$ cat config.mk
export PLATFORM = sky130hd
export DESIGN_NAME = systolic_serial_multiplier
export DESIGN_NICKNAME = d
export VERILOG_FILES = /design/src/rtl/systolic_pkg.sv /design/src/rtl/systolic_acc_cell.sv /design/src/rtl/systolic_serial_multiplier.sv
export SDC_FILE = /design/constraint.sdc
export NUM_CORES = 1
export LEC_CHECK = 0
export ABC_AREA = 0
export BUFFER_PORTS_ARGS = -buffer_cell sky130_fd_sc_hd__buf_4
export CAP_MARGIN = 15
export CORE_MARGIN = 2
export CORE_UTILIZATION = 55
export CTS_BUF_LIST = sky130_fd_sc_hd__clkbuf_4 sky130_fd_sc_hd__clkbuf_8 sky130_fd_sc_hd__clkbuf_16
export CTS_CLUSTER_DIAMETER = 120
export DETAILED_ROUTE_END_ITERATION = 7
export PLACE_DENSITY = 0.87
export SYNTH_ARGS = -nofsm -noshare
export SYNTH_HDL_FRONTEND = slang
export SYNTH_SLANG_ARGS = --single-unit
$ cat constraint.sdc
create_clock -name i_CLK -period 1.6 [get_ports i_CLK]
set_input_delay 0.16 -clock i_CLK [delete_from_list [all_inputs] [get_ports i_CLK]]
set_output_delay 0.16 -clock i_CLK [all_outputs]
set_load 0.05 [all_outputs]
$ cat src/rtl/systolic_pkg.sv
// rtl/systolic_pkg.sv - shared state encoding and sizing helpers for systolic blocks
package systolic_pkg;

   typedef logic [1:0] sys_state_t;

   localparam logic [1:0] ST_IDLE = 2'd0;
   localparam logic [1:0] ST_RUN  = 2'd1;
   localparam logic [1:0] ST_DONE = 2'd2;

   // Serial-bit counter width for a 2W-cycle run.
   function automatic int sys_cnt_width(input int word_width);
      return $clog2(2 * word_width);
   endfunction

endpackage

$ cat src/rtl/systolic_acc_cell.sv
// rtl/systolic_acc_cell.sv - one bit of the serial-parallel accumulator array
module systolic_acc_cell (
   input  logic clk,
   input  logic rst,
   input  logic clear,
   input  logic en,
   input  logic weight,
   input  logic mcand_bit,
   input  logic sum_in,
   output logic sum
);

   logic       carry;
   logic [1:0] total;

   assign total = {1'b0, weight & mcand_bit} + {1'b0, sum_in} + {1'b0, carry};

   always_ff @(posedge clk or posedge rst) begin
      if (rst) begin
         sum   <= 1'b0;
         carry <= 1'b0;
      end else if (clear) begin
         sum   <= 1'b0;
         carry <= 1'b0;
      end else if (en) begin
         sum   <= total[0];
         carry <= total[1];
      end
   end

endmodule

$ cat src/rtl/systolic_serial_multiplier.sv
// rtl/systolic_serial_multiplier.sv - bit-serial product, LSB-first, from a row of accumulator cells
module systolic_serial_multiplier
   import systolic_pkg::*;
#(
   parameter int p_WORD_WIDTH = 4,
   parameter int p_SIGNED     = 0
) (
   input  logic                      i_CLK,
   input  logic                      i_RST,
   input  logic                      i_START,
   input  logic [p_WORD_WIDTH-1:0]   i_MULTIPLIER,
   input  logic [p_WORD_WIDTH-1:0]   i_MULTIPLICAND,
   output logic                      o_READY,
   output logic                      o_BIT,
   output logic                      o_BIT_VALID,
   output logic                      o_DONE,
   output logic [2*p_WORD_WIDTH-1:0] o_PRODUCT
);

   localparam int W  = p_WORD_WIDTH;
   localparam int CW = sys_cnt_width(W);
   localparam logic [CW-1:0] LAST = CW'(2 * W - 1);

   sys_state_t       state;
   logic [CW-1:0]    cnt;
   logic [W-1:0]     a_q;
   logic [W-1:0]     b_sh;
   logic [W-1:0]     a_mag;
   logic [W-1:0]     b_mag;
   logic [W-1:0]     sum_q;
   logic [W-1:0]     sum_in;
   logic [2*W-1:0]   prod_q;
   logic             neg_q;
   logic             valid_q;
   logic             seen_q;
   logic             accept;
   logic             run;
   logic             out_bit;

   assign accept = (state == ST_IDLE) && i_START;
   assign run    = (state == ST_RUN);

   // -2^(W-1) negates to itself, which is the correct magnitude read as unsigned.
   assign a_mag = ((p_SIGNED != 0) && i_MULTIPLIER[W-1])   ? -i_MULTIPLIER   : i_MULTIPLIER;
   assign b_mag = ((p_SIGNED != 0) && i_MULTIPLICAND[W-1]) ? -i_MULTIPLICAND : i_MULTIPLICAND;

   assign sum_in = {1'b0, sum_q[W-1:1]};

   for (genvar i = 0; i < W; i++) begin : g_cell
      systolic_acc_cell u_cell (
         .clk       (i_CLK),
         .rst       (i_RST),
         .clear     (accept),
         .en        (run),
         .weight    (a_q[i]),
         .mcand_bit (b_sh[0]),
         .sum_in    (sum_in[i]),
         .sum       (sum_q[i])
      );
   end

   // Cell 0 holds the raw product bit; two's-complement negation passes bits up to the first 1 and inverts after.
   assign out_bit = valid_q & (sum_q[0] ^ (neg_q & seen_q));

   assign o_READY     = (state == ST_IDLE);
   assign o_DONE      = (state == ST_DONE);
   assign o_BIT       = out_bit;
   assign o_BIT_VALID = valid_q;
   assign o_PRODUCT   = (state == ST_DONE) ? {out_bit, prod_q[2*W-1:1]} : prod_q;

   always_ff @(posedge i_CLK or posedge i_RST) begin
      if (i_RST) begin
         state   <= ST_IDLE;
         cnt     <= '0;
         a_q     <= '0;
         b_sh    <= '0;
         neg_q   <= 1'b0;
         valid_q <= 1'b0;
         seen_q  <= 1'b0;
         prod_q  <= '0;
      end else begin
         valid_q <= run;
         if (valid_q) begin
            seen_q <= seen_q | sum_q[0];
            prod_q <= {out_bit, prod_q[2*W-1:1]};
         end
         case (state)
            ST_IDLE: begin
               if (i_START) begin
                  state  <= ST_RUN;
                  cnt    <= '0;
                  a_q    <= a_mag;
                  b_sh   <= b_mag;
                  neg_q  <= (p_SIGNED != 0) && (i_MULTIPLIER[W-1] ^ i_MULTIPLICAND[W-1]);
                  seen_q <= 1'b0;
                  prod_q <= '0;
               end
            end
            ST_RUN: begin
               cnt  <= cnt + CW'(1);
               b_sh <= b_sh >> 1;
               if (cnt == LAST) begin
                  state <= ST_DONE;
               end
            end
            ST_DONE: state <= ST_IDLE;
            default: state <= ST_IDLE;
         endcase
      end
   end

endmodule

==> run metrics, run 1 <==
outcome=finished with violations; failing checks=negative setup slack; clk_lat worst skew=roughly 0.33 ns; Die H=about 55 µm; Critical Path RT=approximately 1.4 ns; hpwl dp=~1700 µm; Post-Layout Inst Area=around 1800 µm²; fin crit share=1.06; Seq pwr share=0.357; # DRC=0; Area Growth Syn to Fin=24.6%; P_leak=approximately 0.92 nW; floorplan row count=18; Synth area leaders=dfrtp_1 52%, mux2_2 9.4%, a22o_1 6.7%, mux2i_1 5.6%, fa_1 4.2%; Synth top area share=0.520; CTS tree=yes; met3 GRT Util=0.0703; Startpoint Class=register; Final Skew=0.0179 ns; Mapped Cells=~110; H-tree depth=2; r2r setup slk=roughly 0.080 ns; Routed wire per std cell=between 10 and 15 µm; Worst R2R End=a_q[0]$_DFFE_PP0P_; Clock Path Buffers=2; Yosys warning count=0; fraction of layout cells with a size suffix above 1=0.400; commonest register cell after synthesis=dfrtp_1; clock network fraction of total power=0.119; Fin Setup TNS=-0.614 ns; # fillers=between 150 and 200; Syn Nets=approximately 130; Synth Cell Area=around 1400 µm²; storage element area=approximately 750 µm²; die width=~55 µm; I/O pin count=23; met1 Use GR=0.225; Crit path arrival time=1.53 ns; Crit. End Element=output port; Final Non-Filler Cells=between 150 and 200; Max Transition Viols Final=0; register bit total from synthesis=30; area leader, netlist=dfrtp_1; ant diodes=0; syn_area_per_cell=~13 µm²; Comb power frac=0.525; met2 Usage GRT=0.318; ANT nets after route=0; Overflow after GRT=0; type of the tightest min-delay check=in2reg; die area=between 3000 and 4000 µm²; fin worst setup slack=-0.0898 ns; 1st-iter DRT viols=16; DR vias/cell=5.64; Routed WL=about 2500 µm; Max Fclk=around 590 MHz; net switching power=around 1.5 mW; unrepaired setup endpoints after global routing=yes; relative slew slack=0.739; Initial DRT Pass Iterations=4; Reg clk slew, reported paths=~0.09 ns; core area=2480 µm²; Most Used Layer, Global Route=met2; Routability Congestion=0.746; Post-synth EDFFs=0; global-route wire length before repair=4450 µm; switch share=0.407; FF-to-FF Start=state[0]$_DFFE_PP0P_; Final Net Count=~160; post-synth cell types=20; Starting Density=0.582; Post-Place Cell Area=~1600 µm²; Async SR Flop Fraction=1.00; initial antenna violation count=0; top cells by count, synth=30 x dfrtp_1, 12 x mux2_2, 12 x nor2_1; largest net degree at the start of global routing=31; number of global-route vias before repair=between 900 and 1000; Num CTS Buffers=5; CP startpoint=state[0]$_DFFE_PP0P_; WS Path Type=reg2out; reg2reg path depth=4; via count=approximately 960; PD cells=a little over 2000 nW/µm²; GRT Util Overall=0.189; clock sinks=30; largest fanout on the critical path=5; Final setup viols=8; Fin. Hold Viols=0; multi-input logic area=658 µm²; dpl ws=0.0876 ns; Critical Path End=o_PRODUCT[5]; count leader, synth=dfrtp_1; Seq/Total Area, Yosys=0.520; Root Buffer=clkbuf_4; max_cap viols=0; dpl cells=158; min Tclk post-route=~1.7 ns; Internal=2.18 mW; actual slew at the worst max-slew pin=0.391 ns; Port-buffer cells=22; Max rail drop VDD=between 1 and 1.5 mV
## registers in the layout (all words and copies together), names as in the netlist
name / cells
a_q: 4
state: 2
o_BIT_VALID: 1
prod_q: 8
b_sh: 4
cnt: 3
g_cell.u_cell.carry: 4
g_cell.u_cell.sum: 4
## cells by family (layout without fill, tap and decap cells)
logic type,count (synthesis),in the layout,share of synthesized area
flip-flops,30,30,0.520
multiplexers,21,21,0.157
adder cells (fa/ha/maj),6,6,0.0677
buffers and inverters,11,42,0.0529
AND/OR/NAND/NOR,24,25,0.101
AO/OA/AOI/OAI,16,16,0.101
## worst max-delay path, stage by stage (launching register included)
cell	delay, ns
dfrtp_1	0.41
and2b_4	0.32
mux2_4	0.32
buf_8	0.15
## worst min-delay path by stage
stage | slack, ns | to | cells after the start | startpoint
6_report | 0.04 | a_q[3]$_DFFE_PP0P_ | 2 | i_MULTIPLIER[3]
5_1_grt | 0.04 | b_sh[3]$_DFFE_PP0P_ | 2 | i_MULTIPLICAND[3]
4_1_cts | 0.03 | a_q[3]$_DFFE_PP0P_ | 2 | i_MULTIPLIER[3]
3_5_place_dp | 0.26 | prod_q[0]$_DFF_PP0_ | 3 | i_RST
3_3_place_gp | 0.25 | b_sh[3]$_DFFE_PP0P_ | 3 | i_RST
2_1_floorplan | 0.25 | a_q[0]$_DFFE_PP0P_ | 1 | i_RST
## timing repair
item                                    4_1_cts  5_1_grt
gates cloned                                  1        0
endpoints found under the setup margin        9        8
gates resized for setup                      24        0
pin swaps                                     0        0
hold buffers                                  1        0
endpoints found under the hold margin        30        0
setup buffers                                 2        0
## metrics by stage
step,power [mW],util,hold WS (ns)
6_report,3.68,0.726,0.0449
5_1_grt,3.94,0.726,0.0362
4_1_cts,3.72,0.726,0.0331
3_5_place_dp,3.05,0.657,0.259
3_3_place_gp,2.97,0.657,0.251
2_1_floorplan,2.65,-,0.251
## cells in the final DEF (no fill, tap or decap)
cell type      instances
clkbuf_4               6
mux2_2                 4
and2_1                 5
mux2i_1                8
nor4b_1                3
dfrtp_2                1
a221oi_1               3
buf_6                  2
mux2_1                 1
mux2_4                 8
inv_1                  4
a22o_1                11
clkinv_2               2
and2b_4                2
nor2_1                12
and2b_2                1
ha_1                   3
buf_4                 21
dlygate4sd3_1          1
nor3b_4                1
and2_2                 1
o21bai_4               1
fa_1                   3
a21oi_1                1
dfrtp_1               29
buf_8                  6
## power groups by stage
stage	registers [mW]	logic (mW)	clock network [mW]
2_1_floorplan	1.30	1.35	0
3_3_place_gp	1.30	1.67	0
3_5_place_dp	1.31	1.74	0
4_1_cts	1.31	1.95	0.455
5_1_grt	1.35	2.09	0.494
6_report	1.31	1.93	0.436
## layout make-up
class | instances | area share
clock buffers | 6 | 0.0251
clock inverters | 2 | 0.00557
inverters | 4 | 0.00835
multi-input cells | 68 | 0.366
flip-flops and latches | 30 | 0.418
well taps | 30 | 0.0209
repair buffers | 30 | 0.156
## per-layer routing
layer	part of all wire	up-vias	routed length, µm
li1	-	449	-
met1	0.41	488	1040
met2	0.53	18	1340
met3	0.042	4	107
met4	0.011	0	28
met5	0	-	0
Power figures use the tool's default switching activity.
==> run 2, diff against run 1 <==
--- a/config.mk
+++ b/config.mk
@@ -5,15 +5,15 @@
 export SDC_FILE = /design/constraint.sdc
 export NUM_CORES = 1
 export LEC_CHECK = 0
-export ABC_AREA = 0
+export ABC_AREA = 1
 export BUFFER_PORTS_ARGS = -buffer_cell sky130_fd_sc_hd__buf_4
 export CAP_MARGIN = 15
 export CORE_MARGIN = 2
-export CORE_UTILIZATION = 55
+export CORE_UTILIZATION = 34
 export CTS_BUF_LIST = sky130_fd_sc_hd__clkbuf_4 sky130_fd_sc_hd__clkbuf_8 sky130_fd_sc_hd__clkbuf_16
 export CTS_CLUSTER_DIAMETER = 120
 export DETAILED_ROUTE_END_ITERATION = 7
-export PLACE_DENSITY = 0.87
+export PLACE_DENSITY = 0.61
 export SYNTH_ARGS = -nofsm -noshare
 export SYNTH_HDL_FRONTEND = slang
 export SYNTH_SLANG_ARGS = --single-unit
==> run 2 against run 1 <==
The flow now finishes without violations. Global-route usage decreased by 6.1 points. Combinational power is 16% lower. Final cell count is 58% higher. Critical path depth up 1. Count of clock-buffer cells in the layout grew 1. Synthesized cell count increased by 71%. Die area up 64%. Fmax rose by 11%. Via count up 24%.
==> run metrics, run 2 <==
outcome=completed; Fin Setup TNS=0 ns (+0.614 ns); net switching power=1.53 mW (+2.0%); overall power=3.45 mW (-6.3%); # fillers=461 (+160%); Max rail drop VDD=0.455 mV (-69%); global-route wire length before repair=4930 µm (+11%); dpl cells=259 (+64%); Die H=70.6 µm (+28%); Crit. End Element=output port; r2r setup slk=0.29 ns (+0.21 ns); commonest non-fill, non-tap cells in the layout=85 x nand2_1, 30 x dfrtp_1, 28 x buf_4; number of global-route vias before repair=1102 (+15%); Reg clk slew, reported paths=0.06 ns (-0.03 ns); Slowest Stage Delay on Critical Path=0.39 ns (-0.02 ns); Synth top area share=0.498 (-0.0229); area leader, netlist=dfrtp_1; reg2reg path depth=5 (+1); switch share=0.443 (+0.0361); Top reg by flops=prod_q; ant diodes=0 (unchanged); ANT nets after route=0 (unchanged); WHS=0.104 ns (+0.0593 ns); most common cell after layout, fill and taps aside=nand2_1; die area=4990 µm² (+64%); fraction of layout cells with a size suffix above 1=0.235 (-0.165); I/O pin count=23 (unchanged); clock network fraction of total power=0.182 (+0.063); Yosys warning count=0 (unchanged); min-delay src=i_MULTIPLIER[2]; relative slew slack=0.705 (-0.0340); Critical Path RT=1.44 ns (about the same); hold path cells=3 (+1); Worst Hold End=a_q[2]$_DFFE_PP0P_; Mapped Cells=185 (+71%); GRT Util Overall=0.128 (-0.0610); syn_area_per_cell=8.16 µm² (-39%); Clock Path Buffers=2 (unchanged); Post-synth EDFFs=0 (unchanged); Synth area leaders=dfrtp_1 50%, nand2_1 21%, inv_1 6.2%, o21ai_2 5.2%, fa_1 4.0%; Routability Congestion=0.731 (-2.0%); count leader, synth=nand2_1; hpwl dp=1940 µm (+14%); crit path cell chain=inv_2 > or2_4 > o21ai_2 > buf_4; PD cells=1860 nW/µm² (-9.3%); WS Path Type=reg2out; Final Non-Filler Cells=269 (+58%); floorplan row count=24 (+6); via count=1185 (+24%); clock sinks=30 (unchanged); initial antenna violation count=0 (unchanged); Seq/Total Area, Yosys=0.498 (-0.0229); dpl ws=0.00183 ns (-0.0857 ns); type of the tightest min-delay check=in2reg; commonest register cell after synthesis=dfrtp_1; Initial DRT Pass Iterations=4 (unchanged); FF-to-FF Start=state[0]$_DFFE_PP0P_; Setup Buffers After CTS=0 (-2); largest net degree at the start of global routing=31 (unchanged); Synth Cell Area=1510 µm² (+4.6%); max_cap viols=0 (unchanged); Max Transition Viols Final=0 (unchanged); register bit total from synthesis=30 (unchanged); Fin. Hold Viols=0 (unchanged); clk_lat worst skew=0.28 ns (-0.05 ns); Max Fclk=655 MHz (+11%); Starting Density=0.349 (-0.233); max reg flops=8 (unchanged); die width=70.6 µm (+28%); Port-buffer cells=22 (unchanged); Startpoint Class=register; Comb power frac=0.470 (-0.055); Area Growth Syn to Fin=23.1%; DR vias/cell=4.41 (-22%); Crit path arrival time=1.37 ns (-0.16 ns); Routed WL=2740 µm (+8.6%); Syn Nets=202 (+62%); H-tree depth=2 (unchanged); Worst R2R End=b_sh[0]$_DFFE_PP0P_; Num CTS Buffers=5 (unchanged); actual slew at the worst max-slew pin=0.442 ns (+0.0510 ns); largest fanout on the critical path=9 (+4); Seq pwr share=0.348 (-0.009); critical path's slowest cell=dfrtp_1; 1st-iter DRT viols=48 (+32); Root Buffer=clkbuf_8; multi-input logic area=624 µm² (-5.1%); min Tclk post-route=1.53 ns (-0.163 ns); post-synth cell types=17 (-15%); fin worst setup slack=0.0730 ns (+0.163 ns); fin crit share=0.954 (-0.102); Internal=1.92 mW (-12%); P_leak=1.07 nW (+16%); Async SR Flop Fraction=1.00 (unchanged); unrepaired setup endpoints after global routing=yes; Routed wire per std cell=10.2 µm (-31%); Final Skew=0.00537 ns (-0.0125 ns); Overflow after GRT=0 (unchanged); storage element area=751 µm² (-0.17%); CTS tree=yes; core area=4320 µm² (+75%); top cells by count, synth=85 x nand2_1, 30 x dfrtp_1, 25 x inv_1; # DRC=0 (unchanged); Final setup viols=0 (-8); Final Net Count=233 (+49%)
==> run 2: cell types whose count changed after synthesis, moves of 9 or more <==
cell	change
a22o_1	-11
mux2_2	-12
o21ai_2	+9
inv_1	+21
nand2_1	+85
o21ai_0	+10
nor2_1	-11
==> run 2: logic make-up after synthesis <==
| logic type | share of synthesized area |
|---|---|
| AO/OA/AOI/OAI | 0.0854 |
| adder cells (fa/ha/maj) | 0.0647 |
| buffers and inverters | 0.0962 |
| flip-flops | 0.498 |
| AND/OR/NAND/NOR | 0.256 |
==> run 2: per-stage QoR <==
step           cell area, µm²  utilization
6_report                 1860        0.429
5_1_grt                  1860        0.429
4_1_cts                  1850        0.427
3_5_place_dp             1740        0.402
3_3_place_gp             1740        0.402
2_1_floorplan            1510            -
==> run 2: layer usage <==
layer  track usage  wire length [µm]  vias up
met5             0                 0        -
met4        0.0566                51        0
met3        0.0484               120        5
met2         0.200              1280       17
met1         0.160              1290      541
li1              -                 -      622
==> run 2: critical path, delay by kind of cell (launching register included) <==
kind	cells	cell delay (ns)
buffers and inverters	2	0.27
and+or+nand+nor	1	0.30
AOI/OAI and AO/OA	1	0.12
DFF	1	0.39
==> run 2: how the worst max path moves through the flow <==
stage	endpoint	slack, ns	from
after floorplan	o_PRODUCT[0]	0.03	state[0]$_DFFE_PP0P_
after global placement	o_PRODUCT[7]	0.05	state[1]$_DFFE_PP0P_
after detailed placement	o_PRODUCT[1]	0.002	state[1]$_DFFE_PP0P_
after CTS	o_PRODUCT[1]	0.04	state[1]$_DFFE_PP0P_
after global routing	o_PRODUCT[3]	-0.008	state[1]$_DFFE_PP0P_
final	o_PRODUCT[1]	0.07	state[1]$_DFFE_PP0P_
==> run 2: final cells by class <==
cell class	count	area share
flip-flops and latches	30	0.404
multi-input cells	123	0.336
repair buffers	29	0.119
inverters	27	0.0546
clock buffers	7	0.0485
well taps	52	0.0350
clock inverters	1	0.00270
==> run 2: power by group through the flow <==
stage / combinational, mW / clock (mW) / sequential, mW
final: 1.62 / 0.626 / 1.20
after global routing: 1.83 / 0.700 / 1.24
after CTS: 1.64 / 0.647 / 1.20
after detailed placement: 1.63 / 0 / 1.21
after global placement: 1.60 / 0 / 1.21
after floorplan: 1.15 / 0 / 1.25
==> run 2: timing repair <==
item / 4_1_cts / 5_1_grt
resized for setup: 2 / 1
endpoints found under the setup margin: 9 / 8
pin swaps: 0 / 1
endpoints found under the hold margin: 30 / 0
gates cloned: 0 / 1
hold buffers: 1 / 0
